$ cat src/rtl/iter_div.sv
// Iterative restoring divider with optional signed operands.
// Each operation takes W CALC cycles and one FIX cycle.
module iter_div #(
    parameter int W         = 8,
    parameter bit SIGNED_EN = 1'b1
) (
    input  logic         clk,
    input  logic         rst,
    input  logic         start,
    input  logic         sgn,
    input  logic [W-1:0] a,
    input  logic [W-1:0] b,
    output logic         busy,
    output logic         done,
    output logic [W-1:0] q,
    output logic [W-1:0] r,
    output logic         div0,
    output logic         ovf
);

    // state | meaning
    // IDLE  | waiting for start, results held
    // CALC  | one quotient bit per cycle, W cycles
    // FIX   | apply signs and exceptions, publish results
    typedef enum logic [1:0] {
        IDLE = 2'd0,
        CALC = 2'd1,
        FIX  = 2'd2
    } state_t;

    localparam int CW = (W > 2) ? $clog2(W) : 1;

    state_t        state;
    state_t        state_nxt;
    logic [CW-1:0] cnt;
    logic [W:0]    rem;
    logic [W-1:0]  dvd;
    logic [W-1:0]  mag_b;
    logic          sign_a;
    logic          sign_b;
    logic          zero_b;
    logic          ovf_op;

    logic          sgn_eff;
    logic          a_neg;
    logic          b_neg;
    logic [W-1:0]  mag_a_in;
    logic [W-1:0]  mag_b_in;
    logic          ovf_in;
    logic [W+1:0]  t;
    logic [W:0]    diff;
    logic          ge;
    logic [W-1:0]  q_fix;
    logic [W-1:0]  r_fix;

    always_ff @(posedge clk) begin
        if (rst) begin
            state <= IDLE;
        end else begin
            state <= state_nxt;
        end
    end

    always_comb begin
        state_nxt = state;
        case (state)
            IDLE:    if (start) state_nxt = CALC;
            CALC:    if (cnt == CW'(0)) state_nxt = FIX;
            FIX:     state_nxt = IDLE;
            default: state_nxt = IDLE;
        endcase
    end

    always_comb begin
        busy = (state != IDLE);
    end

    // Magnitude of the most negative value wraps to 2^(W-1), which is
    // exactly the unsigned value we want, so no extra bit is needed.
    always_comb begin
        sgn_eff  = SIGNED_EN && sgn;
        a_neg    = sgn_eff & a[W-1];
        b_neg    = sgn_eff & b[W-1];
        mag_a_in = a_neg ? (~a + 1'b1) : a;
        mag_b_in = b_neg ? (~b + 1'b1) : b;
        ovf_in   = sgn_eff && (a == {1'b1, {(W-1){1'b0}}}) && (b == {W{1'b1}});
    end

    always_comb begin
        t    = {rem, dvd[W-1]};
        ge   = (t >= {2'b00, mag_b});
        diff = t[W:0] - {1'b0, mag_b};
        q_fix = (sign_a ^ sign_b) ? (~dvd + 1'b1) : dvd;
        if (zero_b) begin
            q_fix = {W{1'b1}};
        end
        // Negating |a| restores the raw a pattern in the divide-by-zero case.
        r_fix = sign_a ? (~rem[W-1:0] + 1'b1) : rem[W-1:0];
    end

    always_ff @(posedge clk) begin
        if (rst) begin
            cnt    <= '0;
            rem    <= '0;
            dvd    <= '0;
            mag_b  <= '0;
            sign_a <= 1'b0;
            sign_b <= 1'b0;
            zero_b <= 1'b0;
            ovf_op <= 1'b0;
            done   <= 1'b0;
            q      <= '0;
            r      <= '0;
            div0   <= 1'b0;
            ovf    <= 1'b0;
        end else begin
            done <= 1'b0;
            case (state)
                IDLE: begin
                    if (start) begin
                        rem    <= '0;
                        dvd    <= mag_a_in;
                        mag_b  <= mag_b_in;
                        sign_a <= a_neg;
                        sign_b <= b_neg;
                        zero_b <= (b == '0);
                        ovf_op <= ovf_in;
                        cnt    <= CW'(W - 1);
                        div0   <= 1'b0;
                        ovf    <= 1'b0;
                    end
                end
                CALC: begin
                    rem <= ge ? diff : t[W:0];
                    dvd <= {dvd[W-2:0], ge};
                    if (cnt != CW'(0)) begin
                        cnt <= cnt - 1'b1;
                    end
                end
                FIX: begin
                    q    <= q_fix;
                    r    <= r_fix;
                    div0 <= zero_b;
                    ovf  <= ovf_op;
                    done <= 1'b1;
                end
                default: ;
            endcase
        end
    end

endmodule

$ cat config.mk
export PLATFORM = sky130hd
export DESIGN_NAME = iter_div
export DESIGN_NICKNAME = d
export VERILOG_FILES = /design/src/rtl/iter_div.sv
export SDC_FILE = /design/constraint.sdc
export NUM_CORES = 1
export LEC_CHECK = 0
export ABC_AREA = 1
export CAP_MARGIN = 20
export CELL_PAD_IN_SITES_DETAIL_PLACEMENT = 0
export CELL_PAD_IN_SITES_GLOBAL_PLACEMENT = 1
export CORE_ASPECT_RATIO = 1.4
export CORE_UTILIZATION = 40
export CTS_CLUSTER_DIAMETER = 150
export CTS_CLUSTER_SIZE = 8
export DETAILED_ROUTE_END_ITERATION = 12
export PLACE_DENSITY = 0.81
export SKIP_LAST_GASP = 1
export SLEW_MARGIN = 20
export SYNTH_ARGS = -nofsm -noshare
export SYNTH_HDL_FRONTEND = slang
export SYNTH_SLANG_ARGS = --single-unit
$ cat constraint.sdc
create_clock -name clk -period 2.5 [get_ports clk]
set_input_delay 0.5 -clock clk [delete_from_list [all_inputs] [get_ports clk]]
set_output_delay 0.5 -clock clk [all_outputs]
set_load 0.03 [all_outputs]
; Word-level counts from Yosys, hierarchy flattened
; Cells that the tools add are included.
[totals]
regBits = 53
in_bits = 20
output_inout_bits = 20
elab_cells = 69
[op_classes]
addsub = 6
magnitude_cmp = 1
n_eq_ne = 7
muxes = 20
bitwise_logic = 7
reduce_logical = 14
[op_table]
columns = cell, n
row1 = $mux W8, 6
row2 = $add A8 B1 Y8 const B, 4
row3 = $not A8 Y8, 4
row4 = $mux W9, 2
row5 = $pmux W9 S2, 1
row6 = $eq A8 B8 Y1 const B, 2
row7 = $pmux W8 S2, 1
row8 = $ge A10 B8 Y1, 1
row9 = $sub A9 B8 Y9, 1
row10 = $logic_not A8 Y1, 1
row11 = $reduce_and A2 Y1, 4
row12 = $mux W3, 2
row13 = $ne A2 B2 Y1 const B, 3
row14 = $pmux W3 S2, 1
row15 = $reduce_bool A2 Y1, 3
row16 = $mux W2, 2
row17 = $pmux W1 S2, 2
row18 = $pmux W2 S2, 1
row19 = $logic_not A3 Y1, 1
row20 = $reduce_and A3 Y1, 1
row21 = $reduce_bool A3 Y1, 1
row22 = $sub A3 B1 Y3 const B, 1
row23 = $and A1 B1 Y1, 2
row24 = $eq A2 B1 Y1 const B, 1
row25 = 5 further kinds, 7

; Longest topological paths before layout
; Gate-level depths: netlist of the first run.
[depth]
ltp_word = 5
ltp_mapped = 13
mapped_depth_nobuf = 13

; Worst setup path before layout of the first run
; No wires, ideal clock.
[synth_path]
path_type = flip-flop to flip-flop
startpoint = reg dvd[7]
endpoint = reg rem[0]
setup_ps = 135
arrival_ps = 1646
t_required_ps = 2365
setup_slack_ps = 719
stages_incl_launch_ff = 13
path_buffers = 0
period_less_slack_ps = 1781
path_cell_list = dfxtp_1 > inv_1 > ha_1 > inv_1 > fa_1 > nand3_1 > nand3_2 > nand2_2 > nand2_2 > nor2_4 > nand2_1 > nand3_1 > a21oi_1
[synth_between]
elab_chain_cells = 3
word_cells_on_any_way = 4
cone_classes = add/sub: 1 / order compare: 1 / mux: 2
[synth_lines]
columns = item, line_no
row1 = start: declaration, 37  ; logic [W-1:0] dvd;
row2 = start signal: assignment, 122  ; dvd <= mag_a_in;
row3 = start signal: assignment, 135  ; dvd <= {dvd[W-2:0], ge};
row4 = $sub A9 B8 Y9 or $ge A10 B8 Y1 (tied branches), "92, 91"
row5 = $mux W9 *, 134  ; rem <= ge ? diff : t[W:0];
row6 = $pmux W9 S2 *, 118  ; case (state)
row7 = end signal: assignment, 134
row8 = end: declaration, 36  ; logic [W:0] rem;
; Every way passes the cells marked *; elsewhere a longest branch is shown, timed or not.
; A chain may end at the register's enable or synchronous reset.

; Final worst setup path of the first run
[layout_path]
startpoint = reg dvd[7]
endpoint = reg rem[5]
; The elaborated chain is that of the path after synthesis.

==> results of run 1 <==
-- routing by layer --
metal | global-route usage (%) | wire length, um | up-vias
met4 | 6.33 | 136 | 0
li1 | - | - | 1566
met2 | 41.3 | 4480 | 30
met3 | 2.88 | 134 | 10
met5 | 0 | 0 | -
met1 | 20.0 | 3160 | 1371
-- critical path: stages, from the launching register on --
cell,delay [ns]
dfxtp_1,0.34
inv_1,0.12
ha_1,0.17
inv_1,0.07
fa_1,0.42
nand3_1,0.11
nand3_2,0.09
nand2_2,0.10
nand2_2,0.09
nor2_4,0.19
nand2_1,0.08
nand3_1,0.08
a21oi_1,0.07
-- cell families (layout without fill, tap and decap cells) --
group / count (synthesis) / count (layout) / synth area share (%)
AO/OA/AOI/OAI: 95 / 95 / 16.7
buffers and inverters: 93 / 129 / 11.4
XOR/XNOR: 19 / 19 / 5.19
AND/OR/NAND/NOR: 190 / 190 / 27.1
flip-flops: 53 / 53 / 33.1
adder cells (fa/ha/maj): 16 / 16 / 6.48
-- worst min-delay path by stage --
| stage | cells after the start | end |
|---|---|---|
| after global routing | 1 | cnt[0] |
| after global placement | 1 | cnt[0] |
| after detailed placement | 1 | cnt[0] |
| final | 1 | cnt[0] |
| after floorplan | 1 | cnt[0] |
| after CTS | 1 | cnt[0] |
-- sequential cells by signal, summed over array words and instances, names as in the netlist --
name / cells
ovf_op: 1
state: 2
sign_a: 1
dvd: 8
cnt: 3
zero_b: 1
mag_b: 8
r: 8
sign_b: 1
done: 1
ovf: 1
rem: 9
div0: 1
q: 8
-- metrics by stage --
step                      hold WS, ns  power, mW  instance area, um^2  std cells
after floorplan                 0.403       2.22                 3200        466
after global placement          0.414       2.55                 3670        594
after detailed placement        0.423       2.57                 3670        594
after CTS                       0.437       3.06                 3750        602
after global routing            0.461       3.32                 3750        602
final                           0.433       3.04                 3750        602
-- where the power goes --
part	switching, mW	leakage, nW	internal [mW]
Sequential	0.0961	0.433	0.938
Clock	0.294	0.0456	0.201
Combinational	0.954	1.23	0.556
-- synthesized netlist by cell type, types with 3 or more instances --
cell type / number
o21ai_0: 38
ha_1: 15
a21oi_2: 4
nand3_1: 25
nand2_2: 8
nand4_1: 8
nand3_2: 3
dfxtp_1: 53
buf_2: 4
o211ai_1: 4
xnor2_1: 4
xor2_1: 15
nor2_4: 4
o21ai_1: 5
nor2_2: 3
nand2_1: 102
a21oi_1: 32
inv_2: 3
inv_1: 77
buf_4: 3
o221ai_1: 5
nor2_1: 31
clkbuf_1: 5
-- final cells by class --
class | instances | area (um^2) | area share (%)
multi-input cells | 320 | 1780 | 47.3
flip-flops and latches | 53 | 1060 | 28.3
repair buffers | 41 | 405 | 10.8
inverters | 80 | 300 | 8.00
well taps | 100 | 125 | 3.33
clock buffers | 6 | 72.6 | 1.93
clock inverters | 2 | 13.8 | 0.367
-- cells in the final DEF, fill, tap and decap left out, types with 5 or more instances in the layout --
cell type,netlist,layout
nand2_1,102,102
o221ai_1,5,5
nand2_2,8,8
nand3_1,25,25
dfxtp_1,53,53
clkdlybuf4s50_1,0,39
clkbuf_8,0,5
nor2_1,31,31
xor2_1,15,15
ha_1,15,15
o21ai_1,5,5
inv_1,77,77
o21ai_0,38,38
a21oi_1,32,32
nand4_1,8,8
==> metrics.md, run 1 <==
| Metric | Value |
|---|---|
| CTS tree | yes |
| Min-delay worst type | flop to flop |
| Drt total wl | 7920 um |
| Power per cell area | 809 nW/um^2 |
| Vias | 2977 |
| Pre-CTS WS | 0.416 ns |
| CP Capture Type | flop |
| Clock transition at path regs | 0.10 ns |
| CTS buffer count | 5 |
| Vias in the first global route | 2936 |
| Share of layout cells above drive strength 1 | 7.37% |
| Number of core rows | 38 |
| Hold Fails Final Rpt | 0 |
| DRT Pass-1 Iters | 5 |
| FF+latch count, synth | 53 |
| Port Buffers | 39 |
| Post-Syn Area | 3200 um^2 |
| DRC viols | 0 |
| HPWL after detailed placement | 6310 um |
| Fmax | 0.492 GHz |
| Total gr overflow | 0 |
| Ports | 40 |
| Core outline area | 7750 um^2 |
| Detailed Route Iter0 Violations | 137 |
| Antenna viol nets, final | 0 |
| First-pass GRT wire length | 13100 um |
| Max cap viols | 0 |
| R2R setup slack | 0.47 ns |
| Setup violations, final | 0 |
| Initial Util | 41.3% |
| Cell taking the most area after synthesis | dfxtp_1 |
| Synth area leaders | dfxtp_1, nand2_1, inv_1 |
| Startpoint Class | flop |
| Root buf cell | clkbuf_8 |
| Crit. Startpoint | dvd[7] |
| Sequential-to-total area share from yosys stat | 33.1% |
| Arrival time at the worst endpoint | 2.23 ns |
| Synth Flop Type | dfxtp_1 |
| Pin count of the biggest net entering global routing | 27 |
| Final setup margin | 0.468 ns |
| Inserted Diodes | 0 |
| Syn. warnings | 0 |
| Average wire per standard cell | 13.2 um |
| Final core occ | 48.5% |
| Post-CTS Setup Bufs | 0 |
| Async SR Flop Fraction | 0% |
| CP required | 2.69 ns |
| Clock buffer depth | 2 |
| Mean post-synth cell area | 6.88 um^2 |
| Relative slew margins | 64.5% |
| Die area | 8380 um^2 |
| Initial antenna violation count | 0 |
| Fin crit share | 81.3% |
| Skew final | 0.0151 ns |
| Worst-Margin Slew | 0.531 ns |
| Final Max Tran Viols | 0 |
| Synth top area share | 33.1% |
| Cts hold-fix bufs | 0 |
| Die width | 77.6 um |
| Worst r2r dst | rem[5] |
| CTS Sinks | 53 |
| R2R depth | 12 |
| Outcome | complete, no violations |
| Die H | 108 um |
| Crit Path Class | flop to flop |
| Final Net Count | 537 |
| Post-synth EDFFs | 0 |
| VDD IR max | 0.479 mV |
| Fin Setup TNS | 0 ns |
| Area Growth Syn to Fin | 17.2% |
| Gpl congestion | 0.826 |
| Hold Startpoint | cnt[0] |
| End of the critical path | rem[5] |
| H-tree levels | 2 |
| Post-synth cell types | 34 |
| Net Count, Synth | 502 |
| Mapped Cells | 466 |
| GRT Util Overall | 20.0% |
| Worst-Skew Late Latency | 0.31 ns |
| Min Clock Period, post-route | 2.03 ns |
| Post-CTS sizing | 0 |
| CP max FO | 7 |
| Unrepaired setup endpoints after global routing | false |
| Fill cell count | 837 |
| Worst r2r src | dvd[7] |
| Via-to-Cell Ratio | 4.95 |
| Leakage power | 1.71 nW |
No activity file was read; power rests on OpenSTA's default activity.
==> run 2, diff against run 1 <==
- CORE_UTILIZATION: 40 -> 36
- PLACE_DENSITY: 0.81 -> 0.77
- clock period: 2.5 -> 1.85 ns (I/O delays scaled with it)
==> metrics.md, run 2 (synthesis results as in run 1) <==
| Metric | Value |
|---|---|
| Fmax | 0.543 GHz (was 0.492 GHz) |
| Arrival time at the worst endpoint | 2.07 ns (was 2.23 ns) |
| Commonest non-fill, non-tap cell in the layout | nand2_1 (unchanged) |
| Unrepaired setup endpoints after global routing | true (was false) |
| Sequential power share | 28.8% (was 34.0%) |
| Gpl congestion | 0.808 (was 0.826) |
| Cts hold-fix bufs | 0 (unchanged) |
| Routed met1 length | 3220 um (was 3160 um) |
| CTS buffer count | 5 (unchanged) |
| Via-to-Cell Ratio | 4.89 (was 4.95) |
| Min Clock Period, post-route | 1.84 ns (was 2.03 ns) |
| Clock buffer depth | 2 (unchanged) |
| Drt total wl | 8310 um (was 7920 um) |
| Met3 WL post-DR | 140 um (was 134 um) |
| Antenna viol nets, final | 0 (unchanged) |
| Combinational power share | 51.6% (was 49.7%) |
| Worst r2r dst | rem[0] (was rem[5]) |
| Startpoint Class | flop (unchanged) |
| Die area | 9290 um^2 (was 8380 um^2) |
| Initial antenna violation count | 0 (unchanged) |
| Share of layout cells above drive strength 1 | 15.5% (was 7.37%) |
| First-pass GRT wire length | 14000 um (was 13100 um) |
| DRT Pass-1 Iters | 4 (was 5) |
| HPWL after detailed placement | 6600 um (was 6310 um) |
| WHS Path Cells | 1 (unchanged) |
| Core outline area | 8610 um^2 (was 7750 um^2) |
| H-tree levels | 2 (unchanged) |
| CTS tree | yes (unchanged) |
| Initial Util | 37.2% (was 41.3%) |
| Outcome | complete, no violations (unchanged) |
| Inserted Diodes | 0 (unchanged) |
| Root buf cell | clkbuf_16 (was clkbuf_8) |
| Hold Fails Final Rpt | 0 (unchanged) |
| Worst-Margin Slew | 0.423 ns (was 0.531 ns) |
| Total Power | 4.78 mW (was 3.04 mW) |
| Sw power | 2.03 mW (was 1.34 mW) |
| R2R depth | 12 (unchanged) |
| Most frequent cells in the layout | nand2_1, inv_1, dfxtp_1, o21ai_0, clkdlybuf4s50_1 (was nand2_1, inv_1, dfxtp_1, clkdlybuf4s50_1, o21ai_0) |
| Skew final | 0.00477 ns (was 0.0151 ns) |
| Total gr overflow | 0 (unchanged) |
| Average wire per standard cell | 13.1 um (was 13.2 um) |
| Sw frac | 42.5% (was 44.2%) |
| Post-Layout Cell Count | 633 (was 602) |
| Clock transition at path regs | 0.07 ns (was 0.10 ns) |
| Final core occ | 47.7% (was 48.5%) |
| Routed met2 length | 4650 um (was 4480 um) |
| DRC viols | 0 (unchanged) |
| Biggest register | rem (unchanged) |
| GRT Util Overall | 19.6% (was 20.0%) |
| Power per cell area | 1160 nW/um^2 (was 809 nW/um^2) |
| Fin Setup TNS | 0 ns (unchanged) |
| Number of core rows | 40 (was 38) |
| Placed Instances | 622 (was 594) |
| Worst r2r src | dvd[7] (unchanged) |
| Pre-CTS WS | 0.0222 ns (was 0.416 ns) |
| Clock power frac | 19.6% (was 16.3%) |
| Detailed Route Iter0 Violations | 112 (was 137) |
| VDD IR max | 0.684 mV (was 0.479 mV) |
| Fin crit share | 99.5% (was 81.3%) |
| Internal | 2.75 mW (was 1.69 mW) |
| Leakage power | 1.90 nW (was 1.71 nW) |
| Max cap viols | 0 (unchanged) |
| Crit Path Class | flop to flop (unchanged) |
| R2R setup slack | 0.009 ns (was 0.47 ns) |
| Final Max Tran Viols | 0 (unchanged) |
| Ports | 40 (unchanged) |
| Max FFs per register | 9 (unchanged) |
| Setup violations, final | 0 (unchanged) |
| Vias | 3097 (was 2977) |
| Relative slew margins | 71.8% (was 64.5%) |
| Final Net Count | 563 (was 537) |
| CP max FO | 4 (was 7) |
| Pin count of the biggest net entering global routing | 18 (was 27) |
| Hold endpoint | cnt[0] (unchanged) |
| Hold Startpoint | cnt[0] (unchanged) |
| Port Buffers | 39 (unchanged) |
| Final setup margin | 0.00932 ns (was 0.468 ns) |
| Worst-Skew Late Latency | 0.29 ns (was 0.31 ns) |
| Vias in the first global route | 3162 (was 2936) |
| Fill cell count | 926 (was 837) |
| Min-delay worst type | flop to flop (unchanged) |
| CP required | 2.08 ns (was 2.69 ns) |
| Die width | 81.7 um (was 77.6 um) |
| CP Capture Type | flop (unchanged) |
| Area Growth Syn to Fin | 28.2% (was 17.2%) |
| Top Metal Used | met4 (unchanged) |
| CTS Sinks | 53 (unchanged) |
| Die H | 114 um (was 108 um) |
==> run 2: changes by cell type in the layout (fill, tap and decap cells not counted), moves of 2 or more <==
cell | before | now
nand2_4 | 0 | 3
dfxtp_1 | 53 | 51
clkbuf_8 | 5 | 0
nand3_1 | 25 | 19
clkbuf_16 | 0 | 5
buf_4 | 2 | 27
nand2_1 | 102 | 97
nand2_2 | 8 | 10
inv_1 | 77 | 75
nand3_2 | 3 | 9
dfxtp_2 | 0 | 2
==> run 2: how the worst max path moves through the flow <==
stage | depth (start not counted) | endpoint | slack (ns) | from
final | 12 | rem[0] | 0.009 | dvd[7]
after floorplan | 12 | rem[0] | 0.07 | dvd[7]
after detailed placement | 9 | dvd[6] | 0.02 | a[0]
after global placement | 9 | dvd[6] | 0.04 | a[0]
after global routing | 12 | rem[0] | -0.09 | dvd[7]
after CTS | 12 | rem[8] | 0.01 | dvd[7]
==> run 2: cell type report <==
cell class                 instances  area (um^2)  area share, %
clock buffer                       5          125           3.05
inverter                          80          303           7.37
clock inverter                     3         21.3          0.518
sequential                        53         1060           25.9
multi-input combinational        321         1870           45.6
tap                              105          131           3.20
timing repair buffer              66          592           14.4
==> run 2: repair_timing <==
item,in CTS,in global routing
resized for setup,1,24
cloned,0,1
setup buffers,0,2
pin swaps,0,16
endpoints found under the setup margin,1,10
==> run 2: worst max-delay path: stages (launching register included) <==
cell and delay (ns):
dfxtp_2 0.33, inv_2 0.07, ha_4 0.14, inv_4 0.04, fa_2 0.39, nand3_2 0.09, nand3_4 0.08, nand2_4 0.09
buf_4 0.13, nand3_2 0.12, nand2_1 0.12, nand3_2 0.09, a21oi_2 0.11
==> run 2: stage by stage <==
step | cell area, um^2 | hold WS [ns]
finish | 4110 | 0.429
global route | 4110 | 0.463
CTS | 3990 | 0.430
detailed placement | 3850 | 0.423
global placement | 3850 | 0.414
floorplan | 3200 | 0.403
==> run 2: power groups by stage <==
stage / Clock [mW] / Combinational, mW / Sequential, mW
final: 0.936 / 2.47 / 1.38
after global routing: 1.00 / 2.82 / 1.39
after CTS: 0.958 / 2.21 / 1.38
after detailed placement: 0 / 2.20 / 1.40
after global placement: 0 / 2.18 / 1.40
after floorplan: 0 / 1.58 / 1.41
==> run 2: layer usage <==
metal | vias up | track usage [%]
met1 | 1422 | 20.2
li1 | 1623 | -
met2 | 36 | 37.5
met3 | 16 | 2.32
met4 | 0 | 9.24
met5 | - | 0
==> run 3, diff against run 2 <==
- CTS_CLUSTER_DIAMETER: 150 -> 80
- RECOVER_POWER: default -> 50
- SKIP_CTS_REPAIR_TIMING: default -> 1
==> metrics.md, run 3 (synthesis results as in run 1) <==
| Metric | Value |
|---|---|
| Share of layout cells above drive strength 1 | 13.8% (was 15.5%) |
| Worst-Margin Slew | 0.511 ns (was 0.423 ns) |
| Area Growth Syn to Fin | 27.0% (was 28.2%) |
| Min-delay worst type | flop to flop (unchanged) |
| Final setup margin | 0.00827 ns (was 0.00932 ns) |
| Clock power frac | 19.7% (was 19.6%) |
| Initial antenna violation count | 0 (unchanged) |
| Vias | 3104 (was 3097) |
| Drt total wl | 8270 um (was 8310 um) |
| DRC viols | 0 (unchanged) |
| DRT Pass-1 Iters | 4 (unchanged) |
| GRT Util Overall | 19.6% (unchanged) |
| Fmax | 0.543 GHz (about the same) |
| Outcome | complete, no violations (unchanged) |
| Crit Path Class | flop to flop (unchanged) |
| Area post-placement | 3850 um^2 (unchanged) |
| Max cap viols | 0 (unchanged) |
| CP max FO | 4 (unchanged) |
| Setup violations, final | 0 (unchanged) |
| First-pass GRT wire length | 14000 um (unchanged) |
| Min Clock Period, post-route | 1.84 ns (about the same) |
| CTS tree | yes (unchanged) |
| Initial Util | 37.2% (unchanged) |
| H-tree levels | 2 (unchanged) |
| Hold Startpoint | cnt[0] (unchanged) |
| Crit. Startpoint | dvd[7] (unchanged) |
| CTS buffer count | 5 (unchanged) |
| Max FFs per register | 9 (unchanged) |
| Fin area | 4070 um^2 (was 4110 um^2) |
| Final Net Count | 563 (unchanged) |
| Average wire per standard cell | 13.1 um (about the same) |
| Gpl congestion | 0.808 (unchanged) |
| Routed met1 length | 3210 um (was 3220 um) |
| Worst-Skew Late Latency | 0.29 ns (about the same) |
| Top Metal Used | met4 (unchanged) |
| Sw power | 1.99 mW (was 2.03 mW) |
| Most frequent cells in the layout | nand2_1, inv_1, dfxtp_1, o21ai_0, clkdlybuf4s50_1 (unchanged) |
| Vias in the first global route | 3162 (unchanged) |
| Critical Path Max Stage Delay | 0.39 ns (about the same) |
| Power per cell area | 1160 nW/um^2 (about the same) |
| Routed met2 length | 4640 um (was 4650 um) |
| Total gr overflow | 0 (unchanged) |
| Ports | 40 (unchanged) |
| HPWL after detailed placement | 6600 um (unchanged) |
| Worst r2r dst | rem[5] (was rem[0]) |
| Startpoint Class | flop (unchanged) |
| Unrepaired setup endpoints after global routing | true (unchanged) |
| Most used cell, CP | nand3_2 (unchanged) |
| Final Max Tran Viols | 0 (unchanged) |
| Arrival time at the worst endpoint | 2.07 ns (about the same) |
| CP cell instances | inv_2 > ha_4 > inv_4 > fa_2 > nand3_2 > nand3_4 > nand2_4 > buf_4 > nand3_2 > nand2_1 > nand3_1 > a21oi_1 (was inv_2 > ha_4 > inv_4 > fa_2 > nand3_2 > nand3_4 > nand2_4 > buf_4 > nand3_2 > nand2_1 > nand3_2 > a21oi_2) |
| Met3 WL post-DR | 140 um (unchanged) |
| Commonest non-fill, non-tap cell in the layout | nand2_1 (unchanged) |
| Die width | 81.7 um (unchanged) |
| Root buf cell | clkbuf_16 (unchanged) |
| Relative slew margins | 65.9% (was 71.8%) |
| R2R depth | 12 (unchanged) |
| Via-to-Cell Ratio | 4.90 (was 4.89) |
| Core outline area | 8610 um^2 (unchanged) |
| Port Buffers | 39 (unchanged) |
| Detailed Route Iter0 Violations | 116 (was 112) |
| Internal | 2.71 mW (was 2.75 mW) |
| Pin count of the biggest net entering global routing | 18 (unchanged) |
| Inserted Diodes | 0 (unchanged) |
| Leakage power | 1.88 nW (was 1.90 nW) |
| Clock buffer depth | 2 (unchanged) |
| Pre-CTS WS | 0.0222 ns (unchanged) |
| Combinational power share | 51.0% (was 51.6%) |
| Worst r2r src | dvd[7] (unchanged) |
| CP required | 2.08 ns (about the same) |
| CP Capture Type | flop (unchanged) |
| Sequential power share | 29.3% (was 28.8%) |
| Hold Fails Final Rpt | 0 (unchanged) |
| Biggest register | rem (unchanged) |
| Die H | 114 um (unchanged) |
| End of the critical path | rem[5] (was rem[0]) |
| Antenna viol nets, final | 0 (unchanged) |
| CTS Sinks | 53 (unchanged) |
| VDD IR max | 0.688 mV (was 0.684 mV) |
| Die area | 9290 um^2 (unchanged) |
| R2R setup slack | 0.008 ns (was 0.009 ns) |
| Number of core rows | 40 (unchanged) |
| Skew final | 0.00368 ns (was 0.00477 ns) |
| Slowest cell on crit path | fa_2 (unchanged) |
| Fin crit share | 99.6% (was 99.5%) |
| Clock transition at path regs | 0.07 ns (about the same) |
| Fill cell count | 929 (was 926) |
| Sw frac | 42.3% (was 42.5%) |
[run 3: cell types whose count changed in the layout (fill, tap and decap cells not counted), moves of 2 or more]
| cell | change |
|---|---|
| o21ai_0 | +2 |
| nand2_1 | +5 |
| buf_4 | -3 |
| o21ai_1 | -2 |
| nand2_2 | -5 |
| clkbuf_1 | +3 |
[run 3: worst max-delay path: cells and delay by family, from the launching register on]
family | cells | cell delay (ns)
compound gates | 1 | 0.11
simple gates | 6 | 0.58
buf+inv | 3 | 0.23
fa+ha+maj | 2 | 0.53
flops | 1 | 0.33
[run 3: layout make-up]
class | instances | area [um^2] | share of cell area (%)
Inverter | 80 | 303 | 7.44
Tap cell | 105 | 131 | 3.23
Clock buffer | 5 | 125 | 3.07
Timing Repair Buffer | 66 | 577 | 14.2
Clock inverter | 3 | 21.3 | 0.523
Sequential cell | 53 | 1060 | 26.1
Multi-Input combinational cell | 321 | 1850 | 45.4
[run 3: how the worst min path moves through the flow]
stage | endpoint | slack (ns) | cells past startpoint
global placement | cnt[0] | 0.41 | 1
finish | cnt[0] | 0.43 | 1
detailed placement | cnt[0] | 0.42 | 1
CTS | cnt[0] | 0.43 | 1
global route | cnt[0] | 0.46 | 1
floorplan | cnt[0] | 0.40 | 1
[run 3: power by group through the flow]
stage | registers [mW] | clock network [mW] | logic [mW]
after detailed placement | 1.40 | 0 | 2.20
after global routing | 1.39 | 1.00 | 2.75
after floorplan | 1.41 | 0 | 1.58
final | 1.38 | 0.928 | 2.40
after CTS | 1.38 | 0.958 | 2.21
after global placement | 1.40 | 0 | 2.18
[run 3: layer usage]
| metal | up-vias | GRT usage, % |
|---|---|---|
| met4 | 0 | 9.24 |
| met5 | - | 0 |
| met3 | 15 | 2.32 |
| li1 | 1624 | - |
| met1 | 1435 | 20.2 |
| met2 | 30 | 37.5 |
[run 3: stage by stage]
| step | hold WS (ns) | TNS, ns | cells | power, mW | utilization, % |
|---|---|---|---|---|---|
| 6_report | 0.429 | 0 | 633 | 4.70 | 47.3 |
| 5_1_grt | 0.463 | -0.550 | 633 | 5.14 | 47.3 |
| 4_1_cts | 0.430 | -0.0160 | 630 | 4.55 | 46.4 |
| 3_5_place_dp | 0.423 | 0 | 622 | 3.60 | 44.7 |
| 3_3_place_gp | 0.414 | 0 | 622 | 3.58 | 44.7 |
| 2_1_floorplan | 0.403 | 0 | 466 | 3.00 | - |
